### src/rtl/fifo_pkg.sv
// Shared helpers for the asynchronous FIFO pointer blocks (read and write side).
//   addr_width : buffer index width for a given depth
//   ptr_next   : mod-depth pointer increment, {wrap msb, index}
//   fifo_level : unfetched word count between a write and a read pointer
// Values are passed as int unsigned so both sides can share them at any depth;
// callers truncate the result to their own pointer or level width.
package fifo_pkg;

  function automatic int unsigned addr_width(input int unsigned depth);
    return $clog2(depth + 1);
  endfunction

  // The index wraps to zero after depth-1 and the msb above the index toggles.
  function automatic int unsigned ptr_next(input int unsigned ptr,
                                           input int unsigned depth,
                                           input int unsigned aw);
    int unsigned idx;
    int unsigned msb;
    idx = ptr & ((32'd1 << aw) - 32'd1);
    msb = (ptr >> aw) & 32'd1;
    if (idx == depth - 32'd1) begin
      return (msb ^ 32'd1) << aw;
    end
    return ptr + 32'd1;
  endfunction

  function automatic int unsigned fifo_level(input int unsigned wr_ptr,
                                             input int unsigned rd_ptr,
                                             input int unsigned depth,
                                             input int unsigned aw);
    int unsigned mask;
    int unsigned w_idx;
    int unsigned r_idx;
    mask  = (32'd1 << aw) - 32'd1;
    w_idx = wr_ptr & mask;
    r_idx = rd_ptr & mask;
    if (((wr_ptr >> aw) & 32'd1) == ((rd_ptr >> aw) & 32'd1)) begin
      return w_idx - r_idx;
    end
    return depth - r_idx + w_idx;
  endfunction

endpackage

### src/rtl/fifo_rd_ostage.sv
// Two-entry output stage of the FIFO read side: output register, skid register
// and the in-flight read flag (pend). Presents a first-word-fall-through stream.
//   clk, rst : read clock, synchronous active-high reset
//   issue    : a buffer read is issued this cycle; its data arrives next cycle
//   rdata    : buffer read data, meaningful while pend is set
//   ready    : consumer accepts dout this cycle
//   occ      : valid + skid valid + pend (0..3)
//   dout     : output word
//   valid    : dout holds a word
module fifo_rd_ostage #(
  parameter int unsigned DATA_WIDTH = 8
) (
  input  logic                  clk,
  input  logic                  rst,
  input  logic                  issue,
  input  logic [DATA_WIDTH-1:0] rdata,
  input  logic                  ready,
  output logic [1:0]            occ,
  output logic [DATA_WIDTH-1:0] dout,
  output logic                  valid
);

  logic [DATA_WIDTH-1:0] dout_q, dout_d;
  logic [DATA_WIDTH-1:0] skid_q, skid_d;
  logic                  valid_q, valid_d;
  logic                  skid_v_q, skid_v_d;
  logic                  pend_q;
  logic                  pop;

  always_comb begin
    dout_d   = dout_q;
    valid_d  = valid_q;
    skid_d   = skid_q;
    skid_v_d = skid_v_q;
    pop      = valid_q & ready;

    // Skid moves forward before the arriving word is placed, preserving order.
    if (pop) begin
      if (skid_v_q) begin
        dout_d   = skid_q;
        skid_v_d = 1'b0;
      end else begin
        valid_d = 1'b0;
      end
    end

    if (pend_q) begin
      if (!valid_d) begin
        dout_d  = rdata;
        valid_d = 1'b1;
      end else begin
        skid_d   = rdata;
        skid_v_d = 1'b1;
      end
    end
  end

  // Reset clears pend, so data returned for a pre-reset read is dropped.
  always_ff @(posedge clk) begin
    if (rst) begin
      dout_q   <= '0;
      skid_q   <= '0;
      valid_q  <= 1'b0;
      skid_v_q <= 1'b0;
      pend_q   <= 1'b0;
    end else begin
      dout_q   <= dout_d;
      skid_q   <= skid_d;
      valid_q  <= valid_d;
      skid_v_q <= skid_v_d;
      pend_q   <= issue;
    end
  end

  assign occ   = {1'b0, valid_q} + {1'b0, skid_v_q} + {1'b0, pend_q};
  assign dout  = dout_q;
  assign valid = valid_q;

endmodule

### src/rtl/fifo_rd_ctrl.sv
// Read-side controller of the arbitrary-depth asynchronous FIFO (read clock domain).
// Owns the mod-depth read pointer, derives empty and fill level from the already
// synchronised binary write pointer, and prefetches into a two-entry output stage.
//   clkr_i, rst_i  : read clock, synchronous active-high reset
//   wr_ptr_i       : synchronised write pointer {msb, index}
//   rd_ptr_o       : registered read pointer {msb, index} for the write domain
//   rd_ptr_buff_o  : buffer read index
//   mem_rden_o     : buffer read strobe, mem_rdata_i valid one cycle later
//   dout_o/valid_o/ready_i : first-word-fall-through output stream
//   empty_o        : no unfetched words in the buffer
//   level_o        : unfetched words in the buffer, 0..FIFO_DEPTH
module fifo_rd_ctrl
  import fifo_pkg::*;
#(
  parameter  int unsigned FIFO_DEPTH = 50,
  parameter  int unsigned DATA_WIDTH = 8,
  localparam int unsigned ADDR_WIDTH = addr_width(FIFO_DEPTH)
) (
  input  logic                  clkr_i,
  input  logic                  rst_i,
  input  logic [ADDR_WIDTH:0]   wr_ptr_i,
  output logic [ADDR_WIDTH:0]   rd_ptr_o,
  output logic [ADDR_WIDTH-1:0] rd_ptr_buff_o,
  output logic                  mem_rden_o,
  input  logic [DATA_WIDTH-1:0] mem_rdata_i,
  output logic [DATA_WIDTH-1:0] dout_o,
  output logic                  valid_o,
  input  logic                  ready_i,
  output logic                  empty_o,
  output logic [ADDR_WIDTH-1:0] level_o
);

  localparam int unsigned PTR_W = ADDR_WIDTH + 1;

  logic [ADDR_WIDTH:0] rd_ptr_q, rd_ptr_d;
  logic [1:0]          occ;
  logic [1:0]          occ_after_pop;
  logic                pop;

  // Full-width compare: the msb distinguishes empty from a full buffer.
  assign empty_o = (rd_ptr_q == wr_ptr_i);
  assign level_o = ADDR_WIDTH'(fifo_level(32'(wr_ptr_i), 32'(rd_ptr_q), FIFO_DEPTH, ADDR_WIDTH));

  // Keep at most two words fetched beyond the consumer; a pop this cycle frees a slot.
  assign pop           = valid_o & ready_i;
  assign occ_after_pop = occ - {1'b0, pop};
  assign mem_rden_o    = ~empty_o & (occ_after_pop < 2'd2);

  assign rd_ptr_d = PTR_W'(ptr_next(32'(rd_ptr_q), FIFO_DEPTH, ADDR_WIDTH));

  always_ff @(posedge clkr_i) begin
    if (rst_i) begin
      rd_ptr_q <= '0;
    end else if (mem_rden_o) begin
      rd_ptr_q <= rd_ptr_d;
    end
  end

  assign rd_ptr_o      = rd_ptr_q;
  assign rd_ptr_buff_o = rd_ptr_q[ADDR_WIDTH-1:0];

  fifo_rd_ostage #(
    .DATA_WIDTH(DATA_WIDTH)
  ) u_ostage (
    .clk  (clkr_i),
    .rst  (rst_i),
    .issue(mem_rden_o),
    .rdata(mem_rdata_i),
    .ready(ready_i),
    .occ  (occ),
    .dout (dout_o),
    .valid(valid_o)
  );

endmodule

### config.mk
export PLATFORM = sky130hd
export DESIGN_NAME = fifo_rd_ctrl
export DESIGN_NICKNAME = d
export VERILOG_FILES = /design/src/rtl/fifo_pkg.sv /design/src/rtl/fifo_rd_ostage.sv /design/src/rtl/fifo_rd_ctrl.sv
export SDC_FILE = /design/constraint.sdc
export NUM_CORES = 1
export LEC_CHECK = 0
export ABC_AREA = 1
export CORE_UTILIZATION = 50
export CTS_CLUSTER_SIZE = 24
export DETAILED_ROUTE_END_ITERATION = 10
export PLACE_DENSITY = 0.8
export SLEW_MARGIN = 10
export SYNTH_ARGS = -nofsm -noshare
export SYNTH_HDL_FRONTEND = slang
export SYNTH_HIERARCHICAL = 1
export SYNTH_SLANG_ARGS = --single-unit
### constraint.sdc
create_clock -name clkr_i -period 2.6 [get_ports clkr_i]
set_clock_uncertainty 0.1 [all_clocks]
set_input_delay 0.26 -clock clkr_i [delete_from_list [all_inputs] [get_ports clkr_i]]
set_output_delay 0.26 -clock clkr_i [all_outputs]
set_load 0.02 [all_outputs]
==> report_table.html <==
<table>
<tr><th>Metric</th><th>Value</th></tr>
<tr><th colspan="2">Outcome</th></tr>
<tr><td>Result of the run</td><td>finished clean</td></tr>
<tr><th colspan="2">Synthesis</th></tr>
<tr><td>Fraction of the mapped netlist area in simple logic gates</td><td>38.1%</td></tr>
<tr><td>Post-synthesis async set-or-reset flop share</td><td>0%</td></tr>
<tr><td>Synth top cells by count</td><td>83 x sky130_fd_sc_hd__nand2_1, 49 x sky130_fd_sc_hd__inv_1, 34 x sky130_fd_sc_hd__nor2_1</td></tr>
<tr><td>Most used flip-flop cell after synthesis</td><td>sky130_fd_sc_hd__dfxtp_1</td></tr>
<tr><td>Combinational family with the most area after synthesis</td><td>simple AND/OR/NAND/NOR gates</td></tr>
<tr><td>Synthesized-area fraction occupied by adder cells</td><td>13.1%</td></tr>
<tr><td>Share of synthesized area occupied by flip-flops and latches</td><td>26.0%</td></tr>
<tr><td>Synth Area in XOR/XNOR</td><td>1.75%</td></tr>
<tr><td>Post-synthesis cell count</td><td>302</td></tr>
<tr><td>Number of flip-flops and latches in the synthesized netlist</td><td>26</td></tr>
<tr><td>Warning count from the yosys run</td><td>6</td></tr>
<tr><td>Net Count, Synth</td><td>338</td></tr>
<tr><td>Top post-synthesis cells by area</td><td>sky130_fd_sc_hd__dfxtp_1 26%, sky130_fd_sc_hd__nand2_1 16%, sky130_fd_sc_hd__inv_1 9.2%</td></tr>
<tr><td>Yosys top cell area share</td><td>26.0%</td></tr>
<tr><td>Multiplexer share of the synthesized area</td><td>0%</td></tr>
<tr><td>Dominant cell by count in the synthesized netlist</td><td>sky130_fd_sc_hd__nand2_1</td></tr>
<tr><td>Number of flops mapped to enable cells by yosys</td><td>0</td></tr>
<tr><td>Post-Synthesis Cell Area</td><td>0.00200 mm²</td></tr>
<tr><td>Average footprint of a synthesized cell</td><td>6.63 µm²</td></tr>
<tr><td>Largest area contributor in the synthesized netlist</td><td>sky130_fd_sc_hd__dfxtp_1</td></tr>
<tr><td>Compound-gate portion of the synthesized area</td><td>7.06%</td></tr>
<tr><td>Count of distinct cell types in the synthesized netlist</td><td>29</td></tr>
<tr><th colspan="2">Critical path</th></tr>
<tr><td>Required time at the endpoint of the critical path</td><td>2.24 ns</td></tr>
<tr><td>Endpoint of the most critical register-to-register path</td><td>rd_ptr_o[1]</td></tr>
<tr><td>Register-to-register setup slack</td><td>0.78 ns</td></tr>
<tr><td>Worst Reg2Reg Path Length in Cells</td><td>8</td></tr>
<tr><td>Largest fanout on the critical path</td><td>4</td></tr>
<tr><td>Arrival time worst endpoint</td><td>2.17 ns</td></tr>
<tr><td>Startpoint of the worst-slack reg-to-reg timing path</td><td>u_ostage/valid</td></tr>
<tr><td>CP Launch Type</td><td>register</td></tr>
<tr><td>Critical path capture point type</td><td>output pin</td></tr>
<tr><td>CP Launch Point</td><td>rd_ptr_o[2]</td></tr>
<tr><td>Critical Setup Path Class</td><td>register to output pin</td></tr>
<tr><th colspan="2">Placed design</th></tr>
<tr><td>Weighted congestion at the end of routability-driven global placement</td><td>0.931</td></tr>
<tr><td>Detailed placer's ending HPWL</td><td>3650 µm</td></tr>
<tr><td>Count of buffers inserted at the top-level ports</td><td>47</td></tr>
<tr><th colspan="2">Power</th></tr>
<tr><td>Sw Ratio</td><td>37.0%</td></tr>
<tr><td>Pleak</td><td>1.35 nW</td></tr>
<tr><td>Combinational fraction of design power</td><td>47.6%</td></tr>
<tr><td>Switching Power</td><td>0.504 mW</td></tr>
<tr><td>Power per Cell Area</td><td>501 mW/mm²</td></tr>
<tr><td>Part of the power in the clock network</td><td>19.2%</td></tr>
<tr><td>Overall power consumption</td><td>1.36 mW</td></tr>
<tr><td>Int Power</td><td>0.856 mW</td></tr>
<tr><td>Sequential fraction of design power</td><td>33.1%</td></tr>
<tr><td>Maximum resistive drop on vdd</td><td>0.000390 V</td></tr>
<tr><th colspan="2">Hold path</th></tr>
<tr><td>Hold-critical path depth</td><td>2</td></tr>
<tr><td>Sink of the worst hold path</td><td>u_ostage/skid_q[7]</td></tr>
<tr><td>Worst min-delay path class</td><td>register to register</td></tr>
<tr><td>Hold Startpoint</td><td>u_ostage/skid_q[7]</td></tr>
<tr><th colspan="2">Floorplan</th></tr>
<tr><td>X dimension of the die</td><td>65.3 µm</td></tr>
<tr><td>Initial core utilization</td><td>53.5%</td></tr>
<tr><td>Area of the die</td><td>0.00426 mm²</td></tr>
<tr><td>Core box area</td><td>0.00374 mm²</td></tr>
<tr><td>Vertical extent of the die</td><td>65.3 µm</td></tr>
<tr><td>Ports placed on the boundary</td><td>48</td></tr>
<tr><td>Row Count</td><td>22</td></tr>
<tr><th colspan="2">Clock tree</th></tr>
<tr><td>Post-CTS Hold Buffers</td><td>0</td></tr>
<tr><td>Deepest level of the CTS H-tree</td><td>1</td></tr>
<tr><td>Total clock sinks</td><td>26</td></tr>
<tr><td>Clock insertion delay at the later pin of the skew report</td><td>0.27 ns</td></tr>
<tr><td>Clock root buffer master</td><td>sky130_fd_sc_hd__clkbuf_8</td></tr>
<tr><td>TritonCTS buffer count</td><td>3</td></tr>
<tr><td>Buffers inserted by post-CTS timing repair</td><td>0</td></tr>
<tr><td>CTS Buffer Depth</td><td>2</td></tr>
<tr><td>Clock input transition at the sequential cells of the worst setup and hold paths</td><td>0.08 ns</td></tr>
<tr><td>Clock tree from TritonCTS</td><td>done</td></tr>
<tr><th colspan="2">Flow run</th></tr>
<tr><td>Max-cap violation count</td><td>0</td></tr>
<tr><th colspan="2">Timing</th></tr>
<tr><td>Post-route fraction of the period consumed by the critical path</td><td>97.4%</td></tr>
<tr><td>Total count of max-transition violations in the final report</td><td>0</td></tr>
<tr><td>Number of hold violations in the final report</td><td>0</td></tr>
<tr><td>Transition time at the pin with the least slew margin</td><td>0.406 ns</td></tr>
<tr><td>Number of setup violations in the final report</td><td>0</td></tr>
<tr><td>Maximum achievable frequency</td><td>395 MHz</td></tr>
<tr><td>Final critical-path required period</td><td>2.53 ns</td></tr>
<tr><td>Sum Neg Setup Slack</td><td>0 ns</td></tr>
<tr><td>Unrepaired setup endpoints after global routing</td><td>yes</td></tr>
<tr><td>Worst slew margin relative to its limit</td><td>72.9%</td></tr>
<tr><th colspan="2">Route</th></tr>
<tr><td>Residual antenna-violating net count after detailed routing</td><td>0</td></tr>
<tr><td>Total wire length</td><td>4940 µm</td></tr>
<tr><td>Detailed-route vias per instance</td><td>5.08</td></tr>
<tr><td>Count of TritonRoute iterations in the first routing pass</td><td>4</td></tr>
<tr><td>Vias</td><td>2094</td></tr>
<tr><td>Post-detailed-route DRC marker count</td><td>0</td></tr>
<tr><td>DR WL/cell</td><td>12.0 µm</td></tr>
<tr><td>Number of violations reported at the end of detailed-routing iteration 0</td><td>161</td></tr>
<tr><th colspan="2">Finish</th></tr>
<tr><td>Proportion of layout cells with a drive suffix above 1</td><td>17.3%</td></tr>
<tr><td>Growth of design area from synthesis to finish</td><td>35.5%</td></tr>
<tr><td>Fill cell instance count of the final layout</td><td>320</td></tr>
<tr><td>N_diodes</td><td>0</td></tr>
<tr><td>Net count of the finished layout</td><td>401</td></tr>
<tr><th colspan="2">Global route</th></tr>
<tr><td>Total congestion overflow after global routing</td><td>0</td></tr>
<tr><td>Via count of the first global-routing pass</td><td>1881</td></tr>
<tr><td>Overall fraction of global-route tracks in use</td><td>24.4%</td></tr>
<tr><td>Maximum number of pins on one net before global-route repair</td><td>17</td></tr>
<tr><td>Wire length of the first global-routing pass</td><td>8170 µm</td></tr>
<tr><td>Number of antenna violations at the first check in global routing</td><td>0</td></tr>
</table>
## state kept, by name (all words and copies together) (netlist names)
register and count:
u_ostage/pend_q 1, u_ostage/dout 8, u_ostage/skid_q 8, u_ostage/skid_v_q 1, u_ostage/valid 1, rd_ptr_o 7
## kinds of logic after synthesis
| logic type | count (synthesis) |
|---|---|
| xor+xnor | 4 |
| simple gates | 163 |
| fa+ha+maj | 18 |
| flops | 26 |
| buf+inv | 64 |
| compound gates | 27 |
## layer usage
| layer | vias up | wire length (µm) | global-route usage [%] |
|---|---|---|---|
| met2 | 54 | 2430 | 41.8 |
| met3 | 7 | 218 | 3.13 |
| li1 | 1055 | - | - |
| met4 | 0 | 65 | 7.34 |
| met5 | - | 0 | 0 |
| met1 | 978 | 2220 | 31.7 |
## power by group through the flow
stage | sequential [mW] | clock (mW) | combinational, mW
floorplan | 0.497 | 0 | 0.337
global placement | 0.455 | 0 | 0.612
detailed placement | 0.457 | 0 | 0.624
CTS | 0.450 | 0.269 | 0.621
global route | 0.455 | 0.279 | 0.710
finish | 0.451 | 0.262 | 0.648
## per-stage QoR
step	instance area (µm²)	cells	setup slack, ns	utilization, %	hold slack, ns
6_report	2710	412	0.0678	72.5	0.368
4_1_cts	2680	412	0.0134	71.6	0.371
3_3_place_gp	2620	408	-0.671	70.1	0.350
3_5_place_dp	2620	408	-0.747	70.1	0.357
2_1_floorplan	2000	302	0.134	-	0.229
5_1_grt	2710	412	-0.0388	72.5	0.392
## worst max-delay path, stage by stage, from the launching register on
cell                      delay, ns
sky130_fd_sc_hd__dfxtp_2       0.33
sky130_fd_sc_hd__inv_1         0.05
sky130_fd_sc_hd__ha_2          0.19
sky130_fd_sc_hd__inv_2         0.05
sky130_fd_sc_hd__fa_1          0.58
sky130_fd_sc_hd__inv_2         0.07
sky130_fd_sc_hd__a21oi_2       0.14
sky130_fd_sc_hd__nand2_1       0.10
sky130_fd_sc_hd__a21oi_2       0.12
sky130_fd_sc_hd__o21ai_1       0.07
sky130_fd_sc_hd__o21ai_1       0.07
sky130_fd_sc_hd__buf_4         0.15
## area by class of cell
type	instances	area [µm²]	share of cell area, %
repair buffers	70	636	23.4
inverters	52	198	7.28
well taps	48	60.1	2.21
clock buffers	4	55.1	2.03
multi-input cells	212	1240	45.7
flip-flops and latches	26	526	19.4
## how the worst max path moves through the flow
stage	end	cells after the start
after floorplan	level_o[5]	12
after global placement	level_o[5]	15
after detailed placement	level_o[5]	15
after CTS	level_o[4]	11
after global routing	level_o[4]	11
final	level_o[4]	11
## cells in the final DEF, fill, tap and decap left out, types with 5 or more instances in the layout
cell                              instances
sky130_fd_sc_hd__clkdlybuf4s50_1         37
sky130_fd_sc_hd__nor2_1                  34
sky130_fd_sc_hd__nand3b_1                 9
sky130_fd_sc_hd__nand4_1                 11
sky130_fd_sc_hd__dfxtp_1                 24
sky130_fd_sc_hd__a21oi_1                 15
sky130_fd_sc_hd__inv_2                    9
sky130_fd_sc_hd__buf_4                   24
sky130_fd_sc_hd__ha_1                    10
sky130_fd_sc_hd__nand2_1                 83
sky130_fd_sc_hd__inv_1                   42
sky130_fd_sc_hd__nand3_1                 12
sky130_fd_sc_hd__o21ai_0                  5
## repair_timing
action / 4_1_cts / 5_1_grt
endpoints found under the setup margin: 6 / 3
pin swaps: 3 / 12
resized for setup: 30 / 18
Note: power is estimated with default switching activity, not from simulation.
